==> src/rtl/render_arbiter_pkg.sv <==
// render_pkg: shared state encoding, colour constants and default screen size
// for the render arbiter and its optional screen sweep.
// Optional feature macro: RENDER_ARB_CLEAR_EN adds the CLEAR state.
package render_pkg;

  localparam int unsigned DEF_X_SCREEN_PIXELS = 320;
  localparam int unsigned DEF_Y_SCREEN_PIXELS = 240;

  localparam logic [2:0] COL_BLACK = 3'b000;
  localparam logic [2:0] COL_WHITE = 3'b111;

  // Arbiter sequencing states; CLEAR only exists in the screen-clear build.
  typedef enum logic [2:0] {
    ST_IDLE   = 3'd0,
    ST_START  = 3'd1,
    ST_WAIT   = 3'd2,
`ifdef RENDER_ARB_CLEAR_EN
    ST_FINISH = 3'd3,
    ST_CLEAR  = 3'd4
`else
    ST_FINISH = 3'd3
`endif
  } state_t;

endpackage

==> src/rtl/render_arbiter_screen_sweep.sv <==
// screen_sweep: row-major x/y pixel counter used to blank the screen.
// Exists only when RENDER_ARB_CLEAR_EN is defined.
// Ports:
//   iClock   clock (posedge)
//   iReset   synchronous active-high reset, counters to (0,0)
//   iRun     advance one pixel per cycle while high
//   oX, oY   current sweep position (registered counters)
//   oDone_c  combinational: current position is the last pixel and iRun is high
`ifdef RENDER_ARB_CLEAR_EN
module screen_sweep #(
  parameter int unsigned X_PIXELS = 320,
  parameter int unsigned Y_PIXELS = 240,
  parameter int unsigned XW       = 10,
  parameter int unsigned YW       = 9
) (
  input  logic          iClock,
  input  logic          iReset,
  input  logic          iRun,
  output logic [XW-1:0] oX,
  output logic [YW-1:0] oY,
  output logic          oDone_c
);

  localparam logic [XW-1:0] X_LAST = XW'(X_PIXELS - 1);
  localparam logic [YW-1:0] Y_LAST = YW'(Y_PIXELS - 1);

  logic [XW-1:0] r_x;
  logic [YW-1:0] r_y;
  logic          w_x_wrap;

  assign w_x_wrap = (r_x == X_LAST);

  // x is the inner index, y the outer; both wrap so a later run restarts at (0,0).
  always_ff @(posedge iClock) begin
    if (iReset) begin
      r_x <= '0;
      r_y <= '0;
    end else if (iRun) begin
      if (w_x_wrap) begin
        r_x <= '0;
        r_y <= (r_y == Y_LAST) ? '0 : r_y + YW'(1);
      end else begin
        r_x <= r_x + XW'(1);
      end
    end
  end

  assign oX      = r_x;
  assign oY      = r_y;
  assign oDone_c = iRun && w_x_wrap && (r_y == Y_LAST);

endmodule
`endif

==> src/rtl/render_arbiter.sv <==
// render_arbiter: serves pixel requesters in ascending index order once per
// frame and muxes the granted requester onto a registered VGA pixel bus.
// Optional feature macro: RENDER_ARB_CLEAR_EN (post-reset full-screen clear).
// Ports:
//   iClock, iReset       clock, synchronous active-high reset
//   iFrameTick           frame start pulse (dropped with oOverrun when busy)
//   iReqEn               per-requester enable
//   iReqX/iReqY/iReqColour/iReqPlot  packed requester pixel buses
//   iReqDone             per-requester drawing-complete level
//   oReqStart, oGrant    start pulse and one-hot grant
//   oX/oY/oColour/oPlot  registered VGA pixel bus
//   oFrameDone, oBusy, oOverrun  frame status
module render_arbiter
  import render_pkg::*;
#(
  parameter int unsigned N_REQ           = 3,
  parameter int unsigned X_SCREEN_PIXELS = DEF_X_SCREEN_PIXELS,
  parameter int unsigned Y_SCREEN_PIXELS = DEF_Y_SCREEN_PIXELS,
  localparam int unsigned XW = $clog2(X_SCREEN_PIXELS) + 1,
  localparam int unsigned YW = $clog2(Y_SCREEN_PIXELS) + 1
) (
  input  logic                iClock,
  input  logic                iReset,
  input  logic                iFrameTick,
  input  logic [N_REQ-1:0]    iReqEn,
  input  logic [N_REQ*XW-1:0] iReqX,
  input  logic [N_REQ*YW-1:0] iReqY,
  input  logic [N_REQ*3-1:0]  iReqColour,
  input  logic [N_REQ-1:0]    iReqPlot,
  input  logic [N_REQ-1:0]    iReqDone,
  output logic [N_REQ-1:0]    oReqStart,
  output logic [N_REQ-1:0]    oGrant,
  output logic [XW-1:0]       oX,
  output logic [YW-1:0]       oY,
  output logic [2:0]          oColour,
  output logic                oPlot,
  output logic                oFrameDone,
  output logic                oBusy,
  output logic                oOverrun
);

  localparam int unsigned IW = (N_REQ > 1) ? $clog2(N_REQ) : 1;

`ifdef RENDER_ARB_CLEAR_EN
  localparam state_t RESET_STATE = ST_CLEAR;
  localparam logic   RESET_BUSY  = 1'b1;
`else
  localparam state_t RESET_STATE = ST_IDLE;
  localparam logic   RESET_BUSY  = 1'b0;
`endif

  state_t             r_state;
  logic [IW-1:0]      r_idx;
  logic               r_wait_first;
  logic [N_REQ-1:0]   r_start;
  logic [N_REQ-1:0]   r_grant;
  logic [XW-1:0]      r_x;
  logic [YW-1:0]      r_y;
  logic [2:0]         r_colour;
  logic               r_plot;
  logic               r_frame_done;
  logic               r_busy;
  logic               r_overrun;

  logic               w_first_found;
  logic [IW-1:0]      w_first_idx;
  logic               w_next_found;
  logic [IW-1:0]      w_next_idx;
  logic [N_REQ-1:0]   w_first_oh;
  logic [N_REQ-1:0]   w_next_oh;
  logic [XW-1:0]      w_sel_x;
  logic [YW-1:0]      w_sel_y;
  logic [2:0]         w_sel_colour;

  // Lowest enabled requester overall, and lowest enabled above the current one.
  // Enables are read live, so a change mid-frame only affects the next selection.
  always_comb begin
    w_first_found = 1'b0;
    w_first_idx   = '0;
    w_next_found  = 1'b0;
    w_next_idx    = '0;
    for (int i = int'(N_REQ) - 1; i >= 0; i--) begin
      if (iReqEn[i]) begin
        w_first_found = 1'b1;
        w_first_idx   = IW'(i);
        if (i > int'(r_idx)) begin
          w_next_found = 1'b1;
          w_next_idx   = IW'(i);
        end
      end
    end
  end

  assign w_first_oh   = N_REQ'(1) << w_first_idx;
  assign w_next_oh    = N_REQ'(1) << w_next_idx;
  assign w_sel_x      = iReqX[r_idx*XW +: XW];
  assign w_sel_y      = iReqY[r_idx*YW +: YW];
  assign w_sel_colour = iReqColour[r_idx*3 +: 3];

`ifdef RENDER_ARB_CLEAR_EN
  logic          w_sweep_run;
  logic [XW-1:0] w_sweep_x;
  logic [YW-1:0] w_sweep_y;
  logic          w_sweep_done;

  assign w_sweep_run = (r_state == ST_CLEAR);

  screen_sweep #(
    .X_PIXELS (X_SCREEN_PIXELS),
    .Y_PIXELS (Y_SCREEN_PIXELS),
    .XW       (XW),
    .YW       (YW)
  ) u_sweep (
    .iClock  (iClock),
    .iReset  (iReset),
    .iRun    (w_sweep_run),
    .oX      (w_sweep_x),
    .oY      (w_sweep_y),
    .oDone_c (w_sweep_done)
  );
`endif

  // Sequencing FSM and registered pixel mux.
  always_ff @(posedge iClock) begin
    if (iReset) begin
      r_state      <= RESET_STATE;
      r_idx        <= '0;
      r_wait_first <= 1'b0;
      r_start      <= '0;
      r_grant      <= '0;
      r_x          <= '0;
      r_y          <= '0;
      r_colour     <= '0;
      r_plot       <= 1'b0;
      r_frame_done <= 1'b0;
      r_busy       <= RESET_BUSY;
      r_overrun    <= 1'b0;
    end else begin
      r_start      <= '0;
      r_frame_done <= 1'b0;
      // Ticks outside IDLE are flagged and discarded, never queued.
      r_overrun    <= iFrameTick && (r_state != ST_IDLE);

      // Bus follows the granted slice one cycle late; coordinates hold otherwise.
      if (|r_grant) begin
        r_x      <= w_sel_x;
        r_y      <= w_sel_y;
        r_colour <= w_sel_colour;
        r_plot   <= iReqPlot[r_idx];
      end else begin
        r_plot   <= 1'b0;
      end

      case (r_state)
        ST_IDLE: begin
          if (iFrameTick) begin
            r_busy <= 1'b1;
            if (w_first_found) begin
              r_state <= ST_START;
              r_idx   <= w_first_idx;
              r_start <= w_first_oh;
              r_grant <= w_first_oh;
            end else begin
              r_state <= ST_FINISH;
            end
          end
        end
        ST_START: begin
          r_state      <= ST_WAIT;
          r_wait_first <= 1'b1;
        end
        ST_WAIT: begin
          r_wait_first <= 1'b0;
          // Done flags are stale in the first WAIT cycle after a start.
          if (!r_wait_first && iReqDone[r_idx]) begin
            if (w_next_found) begin
              r_state <= ST_START;
              r_idx   <= w_next_idx;
              r_start <= w_next_oh;
              r_grant <= w_next_oh;
            end else begin
              r_state <= ST_FINISH;
              r_grant <= '0;
            end
          end
        end
        ST_FINISH: begin
          r_state      <= ST_IDLE;
          r_busy       <= 1'b0;
          r_frame_done <= 1'b1;
        end
`ifdef RENDER_ARB_CLEAR_EN
        ST_CLEAR: begin
          r_x      <= w_sweep_x;
          r_y      <= w_sweep_y;
          r_colour <= COL_BLACK;
          r_plot   <= 1'b1;
          if (w_sweep_done) begin
            r_state <= ST_IDLE;
            r_busy  <= 1'b0;
          end
        end
`endif
        default: begin
          r_state <= ST_IDLE;
          r_busy  <= 1'b0;
        end
      endcase
    end
  end

  assign oReqStart  = r_start;
  assign oGrant     = r_grant;
  assign oX         = r_x;
  assign oY         = r_y;
  assign oColour    = r_colour;
  assign oPlot      = r_plot;
  assign oFrameDone = r_frame_done;
  assign oBusy      = r_busy;
  assign oOverrun   = r_overrun;

endmodule

==> config.mk <==
export PLATFORM = sky130hd
export DESIGN_NAME = render_arbiter
export DESIGN_NICKNAME = d
export VERILOG_FILES = /design/src/rtl/render_arbiter_pkg.sv /design/src/rtl/render_arbiter_screen_sweep.sv /design/src/rtl/render_arbiter.sv
export SDC_FILE = /design/constraint.sdc
export NUM_CORES = 1
export LEC_CHECK = 0
export CORE_ASPECT_RATIO = 0.5
export CORE_MARGIN = 5
export CORE_UTILIZATION = 40
export CTS_BUF_LIST = sky130_fd_sc_hd__clkbuf_4
export CTS_CLUSTER_DIAMETER = 200
export DETAILED_ROUTE_END_ITERATION = 10
export PLACE_DENSITY = 0.9
export SYNTH_ARGS = -nofsm -noshare
export SYNTH_HDL_FRONTEND = slang
export SYNTH_SLANG_ARGS = --single-unit
==> constraint.sdc <==
create_clock -name iClock -period 2.2 [get_ports iClock]
set_input_delay 0.33 -clock iClock [delete_from_list [all_inputs] [get_ports iClock]]
set_output_delay 0.33 -clock iClock [all_outputs]
set_load 0.1 [all_outputs]
Word level (Yosys, flattened, before mapping)
Cells that the tools add are included.
{ "totals": {"regBits": 38, "latch_bits": 0, "mem_bits_rw": 0, "mem_bits_ro": 0, "in_bits": 78, "output_inout_bits": 32, "elab_cells": 87, "mem_count": 0} }
{ "op_classes": {"addsub": 0, "n_mul": 3, "div_mod_pow": 0, "magnitude_cmp": 3, "n_eq_ne": 7, "n_shift": 5, "mux": 41, "bitwise": 2, "n_reduce_logical": 14} }
{ "op_table": {"columns": ["cell", "count"], "rows": [
  ["30-bit by 7-bit indexed part select with 10-bit output", 1],
  ["3-bit 2-to-1 mux", 9],
  ["27-bit by 7-bit indexed part select with 9-bit output", 1],
  ["2-bit 2-to-1 mux", 13],
  ["3-bit one-hot mux with 2 select lines", 2],
  ["1-bit 2-to-1 mux", 11],
  ["3-bit one-hot mux with 3 select lines", 1],
  ["9-bit by 5-bit indexed part select with 3-bit output", 1],
  ["2-bit inequality test (second input constant)", 4],
  ["3-bit by 2-bit equality test with 1-bit output (second input constant)", 2],
  ["2-bit by 4-bit multiplier with 6-bit output (second input constant)", 1],
  ["1-bit by 2-bit left shift with 3-bit output (first input constant)", 2],
  ["2-bit by 3-bit multiplier with 5-bit output (second input constant)", 1],
  ["5-bit AND reduction", 1],
  ["1-bit binary-select mux with 2-bit select", 2],
  ["2-bit by 2-bit multiplier with 4-bit output (second input constant)", 1],
  ["1-bit one-hot mux with 2 select lines", 2],
  ["2-bit one-hot mux with 2 select lines", 1],
  ["2-bit AND reduction", 2],
  ["4-bit AND reduction", 1],
  ["2-bit nonzero test", 2],
  ["2-bit OR reduction", 2],
  ["3-bit by 1-bit equality test with 1-bit output (second input constant)", 1],
  ["3-bit zero test", 1],
  ["other kinds (8)", 10]
]} }

Logic depth before layout (Yosys ltp)
Gate-level depths: netlist (run 1).
{ "logic_depth": {"ltp_word": 9, "depth_mapped": 7, "mapped_depth_nobuf": 6} }

Least setup slack after synthesis (run 1)
OpenSTA, ideal clock, no wires.
{ "synth_timing": {"kind": "reg-to-reg", "start": "register r_grant[0] (netlist: oGrant[0])", "end": "register r_colour[0] (netlist: oColour[0])", "setup_time_ps": 86, "arrival_time_ps": 1953, "t_required_ps": 2114, "slack_ps": 162, "stages_incl_launch_ff": 6, "cell_sequence": "dfxtp_1 or3_1 clkbuf_1 clkbuf_1 nor2_1 a211oi_1"} }
{ "synth_via": {"elab_chain_cells": 1} }
{ "synth_rtl": {"columns": ["item", "line_no", "rtl"], "rows": [
  ["start: declaration", "render_arbiter.sv:56", "logic [N_REQ-1:0] r_grant;"],
  ["start signal: assignment", "render_arbiter.sv:162", "r_grant <= w_first_oh;"],
  ["start signal: assignment", "render_arbiter.sv:180", "r_grant <= w_next_oh;"],
  ["3-bit OR reduction", "render_arbiter.sv:145", "if (|r_grant) begin"],
  ["end signal: assignment", "render_arbiter.sv:148", "r_colour <= w_sel_colour;"],
  ["end: declaration", "render_arbiter.sv:59", "logic [2:0] r_colour;"]
]} }
No other way between the ends.
A chain may end at the register's enable or synchronous reset.

Final worst setup path (run 1)
{ "layout_timing": {"start": "register r_state[0]", "end": "register r_idx[1]"} }
{ "layout_via": {"elab_chain_cells": 3, "word_cells_on_any_way": 9, "classes_between": "eq/ne: 5; mux: 1; reduce/logical: 3"} }
{ "layout_rtl": {"columns": ["item", "line_no", "rtl"], "rows": [
  ["start: declaration", "render_arbiter.sv:52", "state_t r_state;"],
  ["start signal: assignment", "render_arbiter.sv:126", "r_state <= RESET_STATE;"],
  ["start signal: assignment", "render_arbiter.sv:159", "r_state <= ST_START;"],
  ["start signal: assignment", "render_arbiter.sv:164", "r_state <= ST_FINISH;"],
  ["3-bit by 2-bit equality test with 1-bit output or 3-bit zero test (tied branches)", "render_arbiter.sv:154", "case (r_state)"],
  ["2-bit inequality test (no line) or 2-bit nonzero test (tied branches)", null, null],
  ["5-bit AND reduction (no line)", null, null],
  ["end signal: assignment", "render_arbiter.sv:160", "r_idx <= w_first_idx;"],
  ["end signal: assignment", "render_arbiter.sv:178", "r_idx <= w_next_idx;"],
  ["end: declaration", "render_arbiter.sv:53", "logic [IW-1:0] r_idx;"]
]} }
Parallel ways exist; a longest one is shown, timed or not.

==> run metrics, run 1 <==
post-synth top area cell=dfxtp_1; DIE AREA=0.00668 mm^2; routed via count=2142; die width=111 um; mean post-synth cell area=8.45 um^2; # H-tree levels=2; max_cap viols=0; final net count=431; Post-synth top flop=dfxtp_1; GPL Wtd Cong=0.901; via-per-instance ratio=5.11; Iter 0 DRT Violations=79; RSZ-0062 raised after global routing=no; Req. time, crit path=2.48 ns; clock sink total=37; crit path max fanout=5; mapped cell area=0.00203 mm^2; die height=60.3 um; clk slew on worst S/H paths=0.12 ns; Setup Buffers After CTS=0; # diodes=0; crit-path max cell delay=0.43 ns; Startpoint Class=flip-flop; Fin Setup TNS=0 ns; library cells used by synthesis=42; area growth from synthesis to final layout=55.6%; Clk Latency, worst-skew pair=0.34 ns; # port buffers=109; worst hold path type=flip-flop to flip-flop; IR drop worst, VDD=0.848 mV; largest cells by area after synthesis=dfxtp_1 (37%), mux2i_1 (13%), nor2_1 (9.1%); grt total ovfl=0; Comb power frac=0.688; CTS Hold Bufs=0; final period demand of the worst path=1.93 ns; initial core utilization=0.413; Seq/Total Area, Yosys=0.365; vias in the first global route=2159; worst slew pin tran=0.544 ns; WL/cell=15.0 um; Max Transition Viols Final=0; Mapped Nets=323; CP delay by family, top=compound AO/OA/AOI/OAI gates; initial antenna violation count=0; row cnt=18; Net Sw Power=0.00267 W; DRC=0; largest net degree at the start of global routing=46; CTS resizes=0; critical path depth=6; Sequential Area=741 um^2; P_int=0.00188 W; Net Sw Frac=0.587; sequential power share=0.235; maximum clock insertion buffer count=2; crit-path cells=inv_1, ha_1, or3b_4, o22a_4, a221oi_2, mux2i_1; drt total wl=6280 um; CTS root buf=clkbuf_4; fin crit share=0.877; worst reg-to-reg path cell count=6; most frequent cells after synthesis=nor2_1 (49), dfxtp_1 (37), mux2i_1 (26); Power Density=1440 mW/mm^2; critical path class=flip-flop to flip-flop; Gate Count Post-Synth=240; first-pass GRT wire length=9920 um; Arrival @ worst endpoint=2.21 ns; post-DP HPWL=5030 um; Setup Viol. Count Final=0; CTS Buf Count=5; First-pass DRT Iterations=4; Yosys Warn Count=0; GRT Overall Usage=0.183; async set or reset register ratio after synthesis=0; multi-input logic area=0.00117 mm^2; fillers=417; Hold Path Depth=2; clk_skew=0.00741 ns; FF+latch count, synth=37; worst relative slew slack=0.637; count leader, synth=nor2_1; WP buf/inv=1; CTS tree=built; EDFF count, synth=0; Leak Pwr=1.23 nW; r2r setup slk=0.27 ns; floorplan core area=0.00491 mm^2; IO Pins=110; Clk pwr share=0.077; Crit. End Element=flip-flop; Tot Pwr=0.00454 W; antenna-violating nets left=0; outcome=finished, final reports clean; share of cells above drive strength 1=0.152; Critical-path top delay cell=or3b_4; max frequency=0.519 GHz; final hold violations=0; top-area cell type share of the netlist area=0.365
[cell type report]
class                           instances  share of cell area
Tap cell                               70              0.0278
Sequential cell                        37               0.235
Multi-Input combinational cell        178               0.370
Clock buffer                            5              0.0119
Clock inverter                          3             0.00397
Timing Repair Buffer                  118               0.342
Inverter                                8             0.00952
[metal layers]
| metal | wire, um | track usage | vias to the layer above |
|---|---|---|---|
| met5 | 0 | 0 | - |
| met4 | 88 | 0.0474 | 0 |
| met3 | 194 | 0.0388 | 10 |
| met2 | 3570 | 0.392 | 44 |
| met1 | 2430 | 0.186 | 1007 |
| li1 | - | - | 1081 |
[tightest hold or removal path: stages (launching register included)]
cell     delay (ns)
dfxtp_1        0.34
nand2_1        0.05
o21ai_0        0.06
[sequential cells by signal (all words and copies together), names as in the netlist]
register,cells
oBusy,1
oColour,3
oFrameDone,1
oGrant,3
oOverrun,1
oPlot,1
oReqStart,3
oX,10
oY,9
r_idx,2
r_state,2
r_wait_first,1
[logic make-up (layout without fill, tap and decap cells)]
logic type               after synthesis  count (layout)  synth area share
multiplexers                          26              26             0.128
adder cells (fa/ha/maj)                5               5            0.0309
AO/OA/AOI/OAI                         68              68             0.236
AND/OR/NAND/NOR                       79              79             0.180
buffers and inverters                 25             134            0.0586
flip-flops                            37              37             0.365
[power groups by stage]
stage	Clock [W]	Sequential, W	Combinational (W)
after floorplan	0	0.00257	0.000951
final	0.000350	0.00107	0.00313
after detailed placement	0	0.00108	0.00313
after global placement	0	0.00107	0.00310
after global routing	0.000389	0.00110	0.00330
after CTS	0.000358	0.00107	0.00314
[cells in the final DEF, fill, tap and decap left out, drive strengths merged, types with 2 or more instances in the layout]
master / n
a211oi: 23
a21oi: 24
a221oi: 2
and3: 3
buf: 41
clkbuf: 5
clkdlybuf4s50: 77
clkinv: 3
dfxtp: 37
ha: 5
inv: 8
mux2i: 26
nand2: 7
nor2: 49
nor2b: 3
nor3: 4
nor4b: 2
o21a: 2
o21ai: 4
o22a: 2
o32ai: 4
or3: 4
or3b: 2
[stage by stage]
step | hold slack, ns | cells | setup WS, ns | util | cell area [um^2]
floorplan | 0.436 | 240 | 0.162 | - | 2030
global placement | 0.474 | 411 | 0.296 | 0.632 | 3100
detailed placement | 0.472 | 411 | 0.189 | 0.632 | 3100
CTS | 0.492 | 419 | 0.281 | 0.642 | 3150
global route | 0.532 | 419 | 0.118 | 0.642 | 3150
finish | 0.490 | 419 | 0.272 | 0.642 | 3150
[final timing paths]
check | startpoint | endpoint
worst max-delay path | r_state[0]$_SDFFE_PP0P_ | r_idx[1]$_SDFFE_PP0P_
worst min-delay path | oGrant[1]$_SDFFE_PP0P_ | oGrant[1]$_SDFFE_PP0P_
worst max register to register | r_state[0]$_SDFFE_PP0P_ | r_idx[1]$_SDFFE_PP0P_
worst min register to register | oGrant[1]$_SDFFE_PP0P_ | oGrant[1]$_SDFFE_PP0P_
No activity file was read; power rests on OpenSTA's default activity.
==> inputs of run 2 (changes only) <==
--- a/config.mk
+++ b/config.mk
@@ -5,6 +5,7 @@
 export SDC_FILE = /design/constraint.sdc
 export NUM_CORES = 1
 export LEC_CHECK = 0
+export ABC_CLOCK_PERIOD_IN_PS = 2200
 export CORE_ASPECT_RATIO = 0.5
 export CORE_MARGIN = 5
 export CORE_UTILIZATION = 40
==> results of run 2 <==
The final DEF is identical to that of run 1; final timing and power are the same.
==> inputs of run 3 (changes only) <==
--- a/config.mk
+++ b/config.mk
@@ -5,9 +5,8 @@
 export SDC_FILE = /design/constraint.sdc
 export NUM_CORES = 1
 export LEC_CHECK = 0
-export ABC_CLOCK_PERIOD_IN_PS = 2200
+export ABC_CLOCK_PERIOD_IN_PS = 2000
 export CORE_ASPECT_RATIO = 0.5
-export CORE_MARGIN = 5
 export CORE_UTILIZATION = 40
 export CTS_BUF_LIST = sky130_fd_sc_hd__clkbuf_4
 export CTS_CLUSTER_DIAMETER = 200
==> constraint.sdc (replaced) <==
create_clock -name iClock -period 2 [get_ports iClock]
set_input_delay 0.3 -clock iClock [delete_from_list [all_inputs] [get_ports iClock]]
set_output_delay 0.3 -clock iClock [all_outputs]
set_load 0.1 [all_outputs]
==> run 3 against run 2 <==
  * Worst setup slack got worse by 0.22 ns
  * Highest routed layer unchanged
  * Sequential power rose by 10%
  * Routed wire length shrank 2.2%
  * Fmax decreased by 1.0%
  * Clock power is 52% higher
  * Largest power group unchanged
==> run metrics, run 3 (synthesized netlist as in run 1, its figures left out) <==
outcome=finished, final reports clean; critical path class=flip-flop to flip-flop; antenna-violating nets left=0; worst relative slew slack=0.718; Leak Pwr=1.25 nW; Fin Setup TNS=0 ns; clk_skew=0.00901 ns; Clk Latency, worst-skew pair=0.36 ns; via-per-instance ratio=5.27; row cnt=17; Comb power frac=0.671; CTS root buf=clkbuf_4; Clk pwr share=0.102; Startpoint Class=flip-flop; crit path max fanout=5; Net Sw Frac=0.573; post-DP HPWL=4730 um; Power Density=1620 mW/mm^2; final net count=432; largest net degree at the start of global routing=46; RSZ-0062 raised after global routing=yes; Arrival @ worst endpoint=2.23 ns; P_int=0.00223 W; Max Transition Viols Final=0; share of cells above drive strength 1=0.177; DIE AREA=0.00537 mm^2; worst hold path type=flip-flop to flip-flop; Req. time, crit path=2.29 ns; Iter 0 DRT Violations=76; die height=52.3 um; WL/cell=14.8 um; fin crit share=0.974; IR drop worst, VDD=1.09 mV; Crit. End Element=flip-flop; area growth from synthesis to final layout=59.1%; most frequent cells in the layout=clkdlybuf4s50_1 (77), nor2_1 (49), buf_4 (41), dfxtp_1 (32), mux2i_1 (26); CTS Buf Count=5; die width=103 um; floorplan core area=0.00464 mm^2; sequential power share=0.227; Net Sw Power=0.00299 W; IO Pins=110; max frequency=0.513 GHz; # diodes=0; final period demand of the worst path=1.95 ns; worst slew pin tran=0.423 ns; DRC=0; first-pass GRT wire length=9600 um; GPL Wtd Cong=0.902; commonest non-fill, non-tap cell in the layout=clkdlybuf4s50_1; Setup Viol. Count Final=0; max_cap viols=0; First-pass DRT Iterations=4; # port buffers=109; GRT Overall Usage=0.237; vias in the first global route=2112; initial core utilization=0.437; CTS tree=built; clk slew on worst S/H paths=0.13 ns; max reg flops=10; Tot Pwr=0.00521 W; clock sink total=37; drt total wl=6150 um; final hold violations=0; initial antenna violation count=0; maximum clock insertion buffer count=2; routed via count=2194; grt total ovfl=0; # H-tree levels=2
## run 3: power groups by stage
stage | sequential [W] | clock [W] | combinational, W
after floorplan | 0.00283 | 0 | 0.00105
after global placement | 0.00117 | 0 | 0.00339
after detailed placement | 0.00120 | 0 | 0.00345
after CTS | 0.00118 | 0.000539 | 0.00345
after global routing | 0.00122 | 0.000581 | 0.00367
final | 0.00118 | 0.000531 | 0.00350
## run 3: final timing paths
| kind | cells after the start | startpoint | to | slack, ns |
|---|---|---|---|---|
| worst max-delay path | 6 | r_state[0]$_SDFFE_PP0P_ | r_idx[1]$_SDFFE_PP0P_ | 0.05 |
| worst min-delay path | 2 | oGrant[1]$_SDFFE_PP0P_ | oGrant[1]$_SDFFE_PP0P_ | 0.49 |
| worst max register to register | 6 | r_state[0]$_SDFFE_PP0P_ | r_idx[1]$_SDFFE_PP0P_ | 0.05 |
| worst min register to register | 2 | oGrant[1]$_SDFFE_PP0P_ | oGrant[1]$_SDFFE_PP0P_ | 0.49 |
## run 3: metrics by stage
step,setup WS [ns],hold WS (ns),cells,utilization,area (um^2)
finish,0.0518,0.487,416,0.695,3220
global route,-0.0182,0.528,416,0.695,3220
CTS,0.00585,0.494,416,0.691,3200
floorplan,0.233,0.399,240,-,2030
detailed placement,0.0441,0.475,408,0.674,3120
global placement,0.120,0.464,408,0.674,3120
## run 3: layout make-up
| cell class | instances | area (um^2) |
|---|---|---|
| Clock inverter | 3 | 41.3 |
| Clock buffer | 5 | 37.5 |
| Multi-Input combinational cell | 178 | 1190 |
| Inverter | 8 | 30.0 |
| Sequential cell | 37 | 747 |
| Timing Repair Buffer | 119 | 1100 |
| Fill cell | 365 | 1410 |
| Tap cell | 66 | 82.6 |
## run 3: repair_timing
item | CTS | global route
hold buffers | 0 | 0
setup buffers | 0 | 0
endpoints found under the setup margin | 0 | 4
resized for setup | 0 | 5
## run 3: routing by layer
layer / part of all wire / global-route usage
met1: 0.40 / 0.250
met4: 0.028 / 0.110
met5: 0 / 0
met3: 0.039 / 0.0560
met2: 0.53 / 0.454
## run 3: critical path: stages, from the launching register on
cell and delay (ns):
dfxtp_2 0.37, inv_1 0.09, ha_2 0.23, or3b_4 0.42
o22a_4 0.25, a221oi_4 0.29, mux2i_1 0.22
